==> config.mk <==
export PLATFORM = sky130hd
export DESIGN_NAME = imem_loader
export DESIGN_NICKNAME = d
export VERILOG_FILES = /design/src/rtl/imem_loader.sv
export SDC_FILE = /design/constraint.sdc
export NUM_CORES = 1
export LEC_CHECK = 0
export ABC_AREA = 1
export CORE_MARGIN = 3
export CORE_UTILIZATION = 58
export DETAILED_ROUTE_END_ITERATION = 16
export PLACE_DENSITY = 0.8
export SYNTH_ARGS = -nofsm -noshare
export SYNTH_HDL_FRONTEND = slang
export SYNTH_SLANG_ARGS = --single-unit
==> constraint.sdc <==
create_clock -name clock -period 2.3 [get_ports clock]
set_input_delay 0.23 -clock clock [delete_from_list [all_inputs] [get_ports clock]]
set_output_delay 0.23 -clock clock [all_outputs]
set_load 0.02 [all_outputs]
==> src/rtl/imem_loader.sv <==
// Byte-stream program loader: parses A5/LEN/payload/CSUM frames, writes 32-bit words into
// instruction memory and holds the processor in reset until a frame with a good checksum lands.
module imem_loader #(
    parameter int unsigned ADDRESS_WIDTH  = 12,
    parameter int unsigned DEPTH          = 4096,
    parameter int unsigned TIMEOUT_CYCLES = 1000000,
    parameter bit          BOOT_HOLD      = 1'b0
) (
    input  logic                     clock,
    input  logic                     reset,
    input  logic                     rx_valid,
    input  logic [7:0]               rx_byte,
    output logic                     imem_we,
    output logic [ADDRESS_WIDTH-1:0] imem_addr,
    output logic [31:0]              imem_data,
    output logic                     cpu_hold,
    output logic                     busy,
    output logic                     done,
    output logic                     error
);

    localparam int unsigned   TW       = $clog2(TIMEOUT_CYCLES + 1);
    localparam logic [TW-1:0] TLimit   = TW'(TIMEOUT_CYCLES - 1);
    localparam logic [16:0]   DepthMax = 17'(DEPTH);

    typedef enum logic [2:0] {
        StIdle,
        StLenHi,
        StLenLo,
        StData,
        StCsum
    } state_e;

    state_e        state_q;
    logic [7:0]    len_hi_q;
    logic [15:0]   len_q;
    logic [15:0]   word_idx_q;
    logic [1:0]    byte_idx_q;
    logic [23:0]   asm_q;
    logic [7:0]    csum_q;
    logic [TW-1:0] tcnt_q;

    always_ff @(posedge clock or negedge reset) begin
        if (!reset) begin
            state_q    <= StIdle;
            len_hi_q   <= '0;
            len_q      <= '0;
            word_idx_q <= '0;
            byte_idx_q <= '0;
            asm_q      <= '0;
            csum_q     <= '0;
            tcnt_q     <= '0;
            imem_we    <= 1'b0;
            imem_addr  <= '0;
            imem_data  <= '0;
            cpu_hold   <= BOOT_HOLD;
            busy       <= 1'b0;
            done       <= 1'b0;
            error      <= 1'b0;
        end else begin
            imem_we <= 1'b0;
            done    <= 1'b0;
            if (state_q == StIdle) begin
                if (rx_valid && rx_byte == 8'hA5) begin
                    state_q    <= StLenHi;
                    busy       <= 1'b1;
                    cpu_hold   <= 1'b1;
                    error      <= 1'b0;
                    csum_q     <= '0;
                    word_idx_q <= '0;
                    byte_idx_q <= '0;
                    tcnt_q     <= '0;
                end
            end else if (!rx_valid) begin
                // Inter-byte silence inside a frame; abort once the budget is spent.
                if (tcnt_q == TLimit) begin
                    state_q  <= StIdle;
                    error    <= 1'b1;
                    busy     <= 1'b0;
                    cpu_hold <= 1'b1;
                    tcnt_q   <= '0;
                end else begin
                    tcnt_q <= tcnt_q + TW'(1);
                end
            end else begin
                tcnt_q <= '0;
                case (state_q)
                    StLenHi: begin
                        len_hi_q <= rx_byte;
                        state_q  <= StLenLo;
                    end
                    StLenLo: begin
                        len_q <= {len_hi_q, rx_byte};
                        if ({1'b0, len_hi_q, rx_byte} > DepthMax) begin
                            error   <= 1'b1;
                            busy    <= 1'b0;
                            state_q <= StIdle;
                        end else if ({len_hi_q, rx_byte} == 16'd0) begin
                            state_q <= StCsum;
                        end else begin
                            state_q <= StData;
                        end
                    end
                    StData: begin
                        csum_q     <= csum_q ^ rx_byte;
                        byte_idx_q <= byte_idx_q + 2'd1;
                        // Little-endian: earlier bytes drift down toward bits 7:0.
                        asm_q      <= {rx_byte, asm_q[23:8]};
                        if (byte_idx_q == 2'd3) begin
                            imem_we    <= 1'b1;
                            imem_data  <= {rx_byte, asm_q};
                            imem_addr  <= ADDRESS_WIDTH'(word_idx_q);
                            word_idx_q <= word_idx_q + 16'd1;
                            if (word_idx_q == len_q - 16'd1) begin
                                state_q <= StCsum;
                            end
                        end
                    end
                    StCsum: begin
                        state_q <= StIdle;
                        busy    <= 1'b0;
                        if (rx_byte == csum_q) begin
                            done     <= 1'b1;
                            cpu_hold <= 1'b0;
                        end else begin
                            error <= 1'b1;
                        end
                    end
                    default: state_q <= StIdle;
                endcase
            end
        end
    end

endmodule
==> impl_metrics.ini <==
[global_routing]
first_global_vias = 5921
antenna_found_initial = 0
grt_max_degree = 80
track_usage_pct = 27.6
grt_pass1_wl_um = 29100
overflow = 0

[worst_setup_path]
crit_fanout = 5
path_common_cell = nand2_1
path_buf_inv = 1
crit_path_end_kind = flop
cp-start-kind = flop
crit_slowest_cell = dfrtp_1
crit_family = simple AND/OR/NAND/NOR gates
worstPathRequired_ns = 2.61
worstPathCellList = inv_1 > ha_1 > nand2_1 > nor2_1 > nand2_1 > nand2_1 > nand3_1 > nor2_1 > nand2_1 > nor2_1 > nand3_1 > nand2_1 > nand2_1 > nand2_1 > nand2_1
max_stage_delay_ns = 0.37
worstSetupPathType = flop to flop
cp.arrival_ns = 2.32

[layout]
layout_common_cells = nand2_1, dfrtp_1, o21ai_0
seq_area_um2 = 3650
multiInputGateArea_um2 = 2970
fin_nets = 952
fillerInstances = 884
layout_commonest_cell = nand2_1
syn2layout_area_growth_pct = 20.5
postLayoutCellArea_um2 = 8560
drive_gt1_share_pct = 8.74
diodes = 0

[logic_synthesis]
synthArstFlopShare_pct = 100
ys_seq_area_share_pct = 51.4
synth_nets = 879
synth_area_um2 = 7110
ys_ff_latch = 146
yosys_warnings = 0
avgSynthCellArea_um2 = 8.22
synth-main-ff-cell = dfrtp_1
yosysUniqueCellTypes = 45
synth_edf_count = 0
synthCells = 864

[clock_tree]
clock_latency_ns = 0.42
cts_root_buf = clkbuf_16
clkTransAtPathRegs_ns = 0.06
cts_tree = done
cts_made_buffers = 17
cts.sinks = 146
cts_max_level = 4
cts_buffer_depth = 2
postCtsSetupRepairBufs = 0

[place]
port_buffers = 59
place_area_um2 = 7930
gp_congestion = 0.932
dp_hpwl_um = 12600

[sta]
rsz0062_at_grt = no
slew-limit-headroom_pct = 64.6
setup-tns-final_ns = 0
max_freq_ghz = 0.499
tightest_slew_ns = 0.530
hold_viol = 0
final-setup-viol-count = 0
clock_skew_ns = 0.00764
finalCritPeriodShare_pct = 87.2
period_minus_slack_ns = 2.01
slew_violations = 0

[detailed_routing]
routedWlPerCell_um = 16.0
drt_iter0_markers = 776
drt_pass1_iterations = 6
antenna_left = 0
via_per_inst = 5.59
drc = 0
routed_wl_um = 17500
vias = 6110

[floorplan]
dieHeight_um = 117
core_um2 = 11700
die_x_um = 117
dieArea_um2 = 13600
initial_core_util_pct = 60.7
ios = 60
rows = 39

[power_and_ir_drop]
power.density_nw_per_um2 = 1170
total_power_uw = 10000
vdd_drop_max_mv = 0.721
cellLeakagePower_uw = 0.00402

[run_status]
run_status = complete, no violations

[worst_hold_path]
worstHoldPathType = input pin to asynchronous set/reset pin

[job]
drv_cap = 0
[final cells by class]
cell class | instances | share of cell area (%)
inverters | 97 | 4.28
clock buffers | 20 | 5.45
multi-input cells | 595 | 34.7
repair buffers | 80 | 9.07
well taps | 143 | 2.09
clock inverters | 12 | 1.80
flip-flops and latches | 146 | 42.7
[sequential cells by signal (all words and copies together) (netlist names), 2 cells and up]
name	cells
word_idx_q	16
tcnt_q	20
asm_q	24
len_q	16
len_hi_q	8
state_q	3
imem_data	32
csum_q	8
byte_idx_q	2
imem_addr	12
[stage by stage]
stage / hold WS (ns) / std cells / util [%] / worst slack [ns]
2_1_floorplan: -0.0656 / 864 / - / 0.579
3_3_place_gp: 0.171 / 1060 / 67.7 / 0.172
3_5_place_dp: 0.177 / 1060 / 67.7 / 0.0861
4_1_cts: 0.302 / 1093 / 73.1 / 0.273
5_1_grt: 0.343 / 1093 / 73.1 / 0.000630
6_report: 0.296 / 1093 / 73.1 / 0.294
[synth_stat cells, types with 2 or more instances]
| master | count | share of area [%] |
|---|---|---|
| buf_6 | 2 | 0.32 |
| inv_2 | 6 | 0.32 |
| nor4_1 | 8 | 0.70 |
| xnor2_1 | 10 | 1.2 |
| dfrtp_1 | 146 | 51 |
| o21ai_0 | 91 | 6.4 |
| o22ai_1 | 2 | 0.18 |
| a21oi_1 | 16 | 1.1 |
| nor2_4 | 2 | 0.32 |
| nand3_1 | 42 | 3.0 |
| nor3_1 | 11 | 0.77 |
| buf_2 | 3 | 0.21 |
| nor2_2 | 5 | 0.44 |
| ha_1 | 4 | 0.70 |
| nand4_1 | 15 | 1.3 |
| nor2_1 | 69 | 3.6 |
| nand3b_1 | 6 | 0.63 |
| clkbuf_1 | 20 | 1.1 |
| o21ai_1 | 8 | 0.56 |
| o21bai_1 | 3 | 0.32 |
| inv_1 | 90 | 4.8 |
| nand2_2 | 3 | 0.26 |
| a22o_1 | 9 | 1.1 |
| o31ai_1 | 8 | 0.85 |
| nand2_1 | 244 | 13 |
| xor2_1 | 22 | 2.7 |
[timing repair]
action / 4_1_cts / 5_1_grt
gates resized for setup: 0 / 1
hold buffers: 1 / 0
setup endpoints to repair: 0 / 2
endpoints found under the hold margin: 41 / 0
[routing by layer]
metal	GRT usage [%]	part of all wire [%]
met5	0	0
met4	8.79	2.0
met3	5.70	6.0
met2	45.2	49
met1	37.0	43
[power by group]
group	total, uW	internal [uW]	leakage [uW]	switching [uW]
sequential	3850	3270	0.00187	582
combinational	3290	1170	0.00185	2130
clock	2860	1790	0.000298	1070
[path summary, 6_finish.rpt]
path                            start       endpoint  slack [ns]  depth (start not counted)
max in group asynchronous       reset  word_idx_q[9]        1.29                          3
max reg2reg                  len_q[0]     state_q[2]        0.29                         15
min in group clock         tcnt_q[17]     tcnt_q[17]        0.47                          1
min                             reset  imem_addr[11]        0.30                          2
max                          len_q[0]     state_q[2]        0.29                         15
min reg2reg                tcnt_q[17]     tcnt_q[17]        0.47                          1
[kinds of logic after synthesis]
family | count (synthesis) | share of synthesized area [%]
AND/OR/NAND/NOR | 416 | 25.7
flip-flops | 146 | 51.4
AO/OA/AOI/OAI | 143 | 11.4
buffers and inverters | 123 | 6.85
XOR/XNOR | 32 | 3.94
adder cells (fa/ha/maj) | 4 | 0.704
Note: power is estimated with default switching activity, not from simulation.
